## src/rtl/apb_rr_arbiter.sv

```systemverilog
// Round-robin arbiter sharing one APB4 master port between NoRequesters requesters.
// Optional ACCESS-phase timeout enabled by defining APB_ARB_TIMEOUT_EN.
module apb_rr_arbiter #(
    parameter int NoRequesters  = 4,
    parameter int AddrWidth     = 32,
    parameter int DataWidth     = 32,
    parameter int TimeoutCycles = 255
) (
    input  logic                                   clk_i,
    input  logic                                   rst_i,
    input  logic [NoRequesters-1:0]                req_valid_i,
    output logic [NoRequesters-1:0]                req_ready_o,
    input  logic [NoRequesters*AddrWidth-1:0]      req_addr_i,
    input  logic [NoRequesters-1:0]                req_write_i,
    input  logic [NoRequesters*DataWidth-1:0]      req_wdata_i,
    input  logic [NoRequesters*(DataWidth/8)-1:0]  req_strb_i,
    input  logic [NoRequesters*3-1:0]              req_prot_i,
    output logic [NoRequesters-1:0]                rsp_valid_o,
    output logic [DataWidth-1:0]                   rsp_rdata_o,
    output logic                                   rsp_slverr_o,
    output logic [AddrWidth-1:0]                   paddr_o,
    output logic [2:0]                             pprot_o,
    output logic                                   psel_o,
    output logic                                   penable_o,
    output logic                                   pwrite_o,
    output logic [DataWidth-1:0]                   pwdata_o,
    output logic [DataWidth/8-1:0]                 pstrb_o,
    input  logic                                   pready_i,
    input  logic [DataWidth-1:0]                   prdata_i,
    input  logic                                   pslverr_i
);
    // state  | meaning
    // IDLE   | waiting for a request; grant is combinational
    // SETUP  | APB setup phase (psel=1, penable=0)
    // ACCESS | APB access phase, waiting for pready

    localparam int IdxWidth  = $clog2(NoRequesters);
    localparam int StrbWidth = DataWidth / 8;

    if (NoRequesters < 2 || (DataWidth % 8) != 0 || TimeoutCycles < 1) begin : g_bad_params
        $error("apb_rr_arbiter: illegal parameter set");
    end

    typedef enum logic [1:0] {IDLE, SETUP, ACCESS} state_t;

    state_t                  state_q, state_d;
    logic [IdxWidth-1:0]     last_q, idx_q, grant_idx, cand;
    logic                    grant_found, accept, xfer_done, xfer_timeout;
    logic [AddrWidth-1:0]    addr_q;
    logic                    write_q;
    logic [DataWidth-1:0]    wdata_q, rdata_q;
    logic [StrbWidth-1:0]    strb_q;
    logic [2:0]              prot_q;
    logic [NoRequesters-1:0] rsp_valid_q;
    logic                    slverr_q;

    // Search starts just after the last winner and wraps.
    always_comb begin
        grant_found = 1'b0;
        grant_idx   = last_q;
        cand        = last_q;
        for (int i = 1; i <= NoRequesters; i++) begin
            cand = IdxWidth'((int'(last_q) + i) % NoRequesters);
            if (!grant_found && req_valid_i[cand]) begin
                grant_found = 1'b1;
                grant_idx   = cand;
            end
        end
    end

    assign accept    = (state_q == IDLE) && grant_found && !rst_i;
    assign xfer_done = (state_q == ACCESS) && pready_i;

    always_comb begin
        req_ready_o = '0;
        if (accept) req_ready_o[grant_idx] = 1'b1;
    end

`ifdef APB_ARB_TIMEOUT_EN
    localparam int TmoRaw   = $clog2(TimeoutCycles + 1);
    localparam int TmoWidth = (TmoRaw < 8) ? 8 : ((TmoRaw > 32) ? 32 : TmoRaw);

    logic [TmoWidth-1:0] tmo_cnt_q;

    always_ff @(posedge clk_i) begin
        if (rst_i || state_q == SETUP) tmo_cnt_q <= '0;
        else if (state_q == ACCESS && !pready_i) tmo_cnt_q <= tmo_cnt_q + 1'b1;
    end

    // pready wins over a timeout landing in the same cycle.
    assign xfer_timeout = (state_q == ACCESS) && !pready_i &&
                          (tmo_cnt_q == TmoWidth'(TimeoutCycles - 1));
`else
    assign xfer_timeout = 1'b0;
`endif

    always_comb begin
        state_d = state_q;
        case (state_q)
            IDLE:    if (grant_found) state_d = SETUP;
            SETUP:   state_d = ACCESS;
            ACCESS:  if (xfer_done || xfer_timeout) state_d = IDLE;
            default: state_d = IDLE;
        endcase
    end

    always_ff @(posedge clk_i) begin
        if (rst_i) begin
            state_q     <= IDLE;
            last_q      <= IdxWidth'(NoRequesters - 1);
            idx_q       <= '0;
            addr_q      <= '0;
            write_q     <= 1'b0;
            wdata_q     <= '0;
            strb_q      <= '0;
            prot_q      <= '0;
            rsp_valid_q <= '0;
            rdata_q     <= '0;
            slverr_q    <= 1'b0;
        end else begin
            state_q     <= state_d;
            rsp_valid_q <= '0;
            if (accept) begin
                last_q  <= grant_idx;
                idx_q   <= grant_idx;
                addr_q  <= req_addr_i[int'(grant_idx)*AddrWidth +: AddrWidth];
                write_q <= req_write_i[grant_idx];
                prot_q  <= req_prot_i[int'(grant_idx)*3 +: 3];
                wdata_q <= req_write_i[grant_idx] ?
                           req_wdata_i[int'(grant_idx)*DataWidth +: DataWidth] : '0;
                strb_q  <= req_write_i[grant_idx] ?
                           req_strb_i[int'(grant_idx)*StrbWidth +: StrbWidth] : '0;
            end
            if (xfer_done) begin
                rsp_valid_q[idx_q] <= 1'b1;
                rdata_q            <= write_q ? '0 : prdata_i;
                slverr_q           <= pslverr_i;
            end else if (xfer_timeout) begin
                rsp_valid_q[idx_q] <= 1'b1;
                rdata_q            <= '0;
                slverr_q           <= 1'b1;
            end
        end
    end

    assign psel_o       = (state_q != IDLE);
    assign penable_o    = (state_q == ACCESS);
    assign paddr_o      = addr_q;
    assign pwrite_o     = write_q;
    assign pwdata_o     = wdata_q;
    assign pstrb_o      = strb_q;
    assign pprot_o      = prot_q;
    assign rsp_valid_o  = rsp_valid_q;
    assign rsp_rdata_o  = rdata_q;
    assign rsp_slverr_o = slverr_q;

endmodule

```

## config.mk

```make
export PLATFORM = sky130hd
export DESIGN_NAME = apb_rr_arbiter
export DESIGN_NICKNAME = d
export VERILOG_FILES = /design/src/rtl/apb_rr_arbiter.sv
export SDC_FILE = /design/constraint.sdc
export NUM_CORES = 1
export LEC_CHECK = 0
export CAP_MARGIN = 20
export CORE_AREA = 4 4 169 171
export CTS_CLUSTER_SIZE = 16
export DETAILED_ROUTE_END_ITERATION = 6
export DIE_AREA = 0 0 173 175
export PLACE_DENSITY = 0.58
export SYNTH_ARGS = -nofsm -noshare
export SYNTH_HDL_FRONTEND = slang
export SYNTH_SLANG_ARGS = --single-unit
```

## constraint.sdc

```tcl
create_clock -name clk_i -period 3.1 [get_ports clk_i]
set_input_delay 0.62 -clock clk_i [delete_from_list [all_inputs] [get_ports clk_i]]
set_output_delay 0.62 -clock clk_i [all_outputs]
set_load 0.05 [all_outputs]
```

# Word-level counts from Yosys, hierarchy flattened
# Index checks and enable logic that the tools add are counted.
# totals
wordCells,78
reg_bits,115
# op_classes
n_mul,1
n_bitwise,1
addsub,4
n_eq_ne,4
muxes,29
n_shift,4
order_cmp,8
reduce_logical,16
# op_table
operator,count
128-bit by 8-bit indexed part select with 32-bit output,2
32-bit 2-to-1 mux,2
"2-bit by 3-bit < comparator with 1-bit output, second input constant",6
16-bit by 5-bit indexed part select with 4-bit output,1
2-bit 2-to-1 mux,6
12-bit by 5-bit indexed part select with 3-bit output,1
1-bit 2-to-1 mux,11
1-bit binary-select mux with 2-bit select,5
1-bit logical AND,8
4-bit 2-to-1 mux,2
2-bit one-hot mux with 3 select lines,1
"2-bit by 1-bit adder with 2-bit output, second input constant",2
"2-bit adder, second input constant",2
1-bit demux with 2-bit select,2
"2-bit by 1-bit >= comparator with 1-bit output, second input constant",2
1-bit logical NOT,4
"2-bit by 2-bit multiplier with 4-bit output, second input constant",1
"2-bit by 1-bit == test with 1-bit output, second input constant",1
"2-bit == test, second input constant",1
2-bit logical NOT,1
"2-bit by 1-bit != test with 1-bit output, second input constant",1
"2-bit != test, second input constant",1
2-bit AND reduction,1
2-bit nonzero test,1
2 further kinds,2

# Longest topological paths before layout
# logic_depth
depth_word,18
ltp_mapped,8

# Least setup slack after synthesis
# OpenSTA, ideal clock, no wires.
# synth_timing
path_type,register -> output
start,register state_q[1]
end,output req_ready_o[2]
required_ns,2.480
t_arrival_ns,2.361
stages_incl_launch_ff,8
path_slack_ns,0.119
cell_sequence,dfxtp_1 > or2_1 > or2_1 > buf_2 > nor2_2 > nand2_2 > buf_1 > nor2_1
# synth_via
elab_chain_cells,4
# synth_lines
element,line_no,source
from (decl),46,"state_t state_q, state_d;"
from (signal assigned),121,state_q <= state_d;
2-bit logical NOT,71,assign accept = (state_q == IDLE) && grant_found && !rst_i;
1-bit logical AND (2 in series),71,
4-bit 2-to-1 mux,76,if (accept) req_ready_o[grant_idx] = 1'b1;
to (decl),12,"output logic [NoRequesters-1:0] req_ready_o,"
# Every way passes these cells.

# Worst setup path after layout
# layout_timing
start,input req_valid_i[2]
end,output req_ready_o[2]
# layout_via
elab_chain_cells,17
word_cells_on_any_way,30
classes_between,2 x order compare; 19 x mux; 9 x reduce/logical
# layout_lines
element,line_no,source
from (decl),11,"input logic [NoRequesters-1:0] req_valid_i,"
1-bit binary-select mux with 2-bit select,64,if (!grant_found && req_valid_i[cand]) begin
1-bit 2-to-1 mux (implied by the code),64,
1-bit 2-to-1 mux,64,
1-bit logical NOT,64,
1-bit logical AND,64,
1-bit 2-to-1 mux,64,
1-bit logical NOT,64,
1-bit logical AND,64,
1-bit 2-to-1 mux,64,
1-bit logical NOT,64,
1-bit logical AND,64,
2-bit 2-to-1 mux,64,
2-bit by 3-bit < comparator with 1-bit output (implied by the code) or 2-bit by 1-bit >= comparator with 1-bit output (tied branches),76,
1-bit logical AND (implied by the code),76,
1-bit 2-to-1 mux (implied by the code),76,
1-bit demux with 2-bit select,76,
4-bit 2-to-1 mux *,76,
# Mark *: on every way between the ends. The rest lies on a longest branch, timed or not. The select of a mux whose other input is x is not followed.

==> reports/results.ini <==
[power_and_ir_drop]
p_leak_nw = 4.476
power_frac_comb = 0.402
p_int_mw = 4.043
clkPwrFrac = 0.324
power.density_nw_per_um2 = 556.3
p_switching_mw = 2.355
finalPower_mw = 6.399
ir_worst_vdd_mv = 0.2602
seqPwrFrac = 0.274
power.share.switching = 0.3681

[global_route]
grt_antenna_before_repair = 2
grt_pass1_wl_mm = 41.66
grt_use_total = 0.1766
grt-ovfl-total = 0
grt_pass1_vias = 6936
grt_max_degree = 45

[die]
die_h_um = 175
rows = 60
die_area_um2 = 30280
core-area_um2 = 26880
ios = 443
die_w_um = 173
start_util = 0.2164

[run]
maxCapViolations = 0

[routing]
ant_nets = 0
first_iter_violations = 242
drc = 0
firstDrtPassIters = 5
wl_mm = 28.33
vias = 6710
post_drt_wl_per_cell_um = 19.66
via_per_inst = 4.656

[synthesis]
ys_seq_area_frac = 0.3959
synth_top_area_frac = 0.3959
ys_dominant_reg_cell = dfxtp_1
synth_area_leaders = dfxtp_1 40%, mux2i_1 14%, nand2_1 10%
synth_fp_nets = 971
synth_top_family_by_area = compound AO/OA/AOI/OAI gates
synth_edf_count = 0
ys_types = 40
synthTopCellsByCount = 158 x nand2_1, 115 x dfxtp_1, 79 x mux2i_1
synth-simple-area-share = 0.1463
netlist_instances = 643
synth_area_um2 = 5816
yosysTopAreaCell = dfxtp_1
ys_seq_elements = 115
synth_xor_area_frac = 0
synthMuxAreaShare = 0.1766
yosys_warnings = 0
syn_avg_cell_area_um2 = 9.044
synthArstFlopShare = 0
synthAdderAreaFrac = 0
synth_compound_area_frac = 0.2313
synth_most_common_cell = nand2_1

[timing]
worstMarginPinSlew_ps = 925.4
timing.fmax_ghz = 0.3378
min_period_ps = 2960
rsz0062_at_grt = false
slew_violations = 0
fin_crit_sh = 0.9550
hold_violations = 0
finalClockSkew_ps = 14.85
setup_viol = 0
tns_ps = 0
slew_headroom = 0.3824

[critical_path]
cp-end-kind = output port
setup.worst_path.start = req_valid_i[2]
critPathRequiredTime_ps = 2480
critPathArrivalTime_ps = 2340
critPathKind = in -> out
crit_fanout = 9
critPathLaunchType = input pin
cp-endpoint = req_ready_o[2]
r2r_end = pwdata_o[20]
rrSetupSlack_ps = 710
r2r-start = last_q[0]
r2r_cells = 8

[cts]
htreeDepth = 4
clock_latency_ps = 420
cts.path.max_buffers = 2
ctsHoldBuffers = 0
cts_tree = yes
numClockSinks = 115
cts_buffers = 17
cts.reportedPaths.clkPinSlew_ps = 60
ctsRootBufferMaster = clkbuf_16

[final_layout]
area_growth_pct = 97.78
drive_gt1_frac = 0.1075
n_fill_cell = 2698
fin_cells = 1441
nets = 1413

[placement]
place_congestion = 0.8095
dp.cells = 1407
portBuffers = 442
dp_hpwl_mm = 22.39

[min_path]
min_path_type = reg -> reg

[run_status]
status = complete, no violations

## registers in the layout (all words and copies together), names as in the netlist, 2 cells and up
signal,count
paddr_o,32
pwdata_o,32
rsp_rdata_o,32
pstrb_o,4
rsp_valid_o,4
pprot_o,3
idx_q,2
last_q,2
state_q,2
## critical path, cell delays in order
cell	delay [ps]
clkdlybuf4s50_1	530
nand2b_1	120
a21oi_1	120
a221o_2	370
buf_4	200
nor2_1	200
buf_12	180
## final cells by class
| type | count | area (µm²) | share of cell area |
|---|---|---|---|
| timing repair buffer | 478 | 4882 | 0.4245 |
| multi-input combinational | 471 | 3266 | 0.2839 |
| sequential | 115 | 2302 | 0.2002 |
| tap | 341 | 426.7 | 0.03709 |
| clock buffer | 17 | 425.4 | 0.03698 |
| clock inverter | 15 | 187.7 | 0.01632 |
| inverter | 2 | 7.507 | 0.0006527 |
| antenna | 2 | 5.005 | 0.0004351 |
## logic make-up after synthesis
group / count (synthesis)
muxes: 100
AOI/OAI and AO/OA: 167
and+or+nand+nor: 204
DFF: 115
buffers and inverters: 57
## how the worst min path moves through the flow
stage,startpoint,endpoint,slack (ps),cells after the start
final,pwdata_o[2],pwdata_o[2],460,1
after global routing,pwdata_o[2],pwdata_o[2],480,1
after CTS,pwdata_o[2],pwdata_o[2],470,1
after detailed placement,pwdata_o[2],pwdata_o[2],450,1
after global placement,pwdata_o[30],pwdata_o[30],450,1
after floorplan,idx_q[0],rsp_valid_o[2],430,1
## power groups by stage
stage               logic, mW  clock network (mW)  registers (mW)
global placement         2.59                   0            1.78
floorplan               0.890                   0            2.31
finish                   2.57                2.08            1.75
CTS                      2.60                2.14            1.75
global route             2.72                2.21            1.77
detailed placement       2.59                   0            1.78
## per-stage QoR
step	worst slack, ps	utilization	instance area [µm²]	hold slack [ps]
4_1_cts	87.03	0.4277	11490	466.9
3_5_place_dp	90.95	0.4049	10880	452.6
3_3_place_gp	104.8	0.4049	10880	447.3
5_1_grt	32.26	0.4280	11500	476.7
2_1_floorplan	118.5	-	5816	430.7
6_report	139.5	0.4280	11500	464.3
## metal layers
| metal | GRT usage | vias up | wire length, µm |
|---|---|---|---|
| li1 | - | 3257 | - |
| met1 | 0.1944 | 3113 | 11200 |
| met2 | 0.3150 | 312 | 14020 |
| met3 | 0.06967 | 28 | 2604 |
| met4 | 0.05254 | 0 | 517 |
| met5 | 0 | - | 0 |
## cells in the final DEF (no fill, tap or decap), drive strengths merged, types with 4 or more instances in the layout
cell / instances
a211o: 12
a21oi: 34
a22o: 32
a22oi: 18
a31oi: 19
a32o: 36
buf: 41
clkbuf: 17
clkdlybuf4s50: 436
dfxtp: 115
inv: 11
mux2: 21
mux2i: 79
nand2: 159
nand3: 13
nor2: 16
nor4: 4
o21ai: 4
## repair_timing
item,4_1_cts,5_1_grt
gates resized for setup,0,1
endpoints found under the setup margin,0,2
setup buffers,0,0
(Power assumes the default switching activity.)
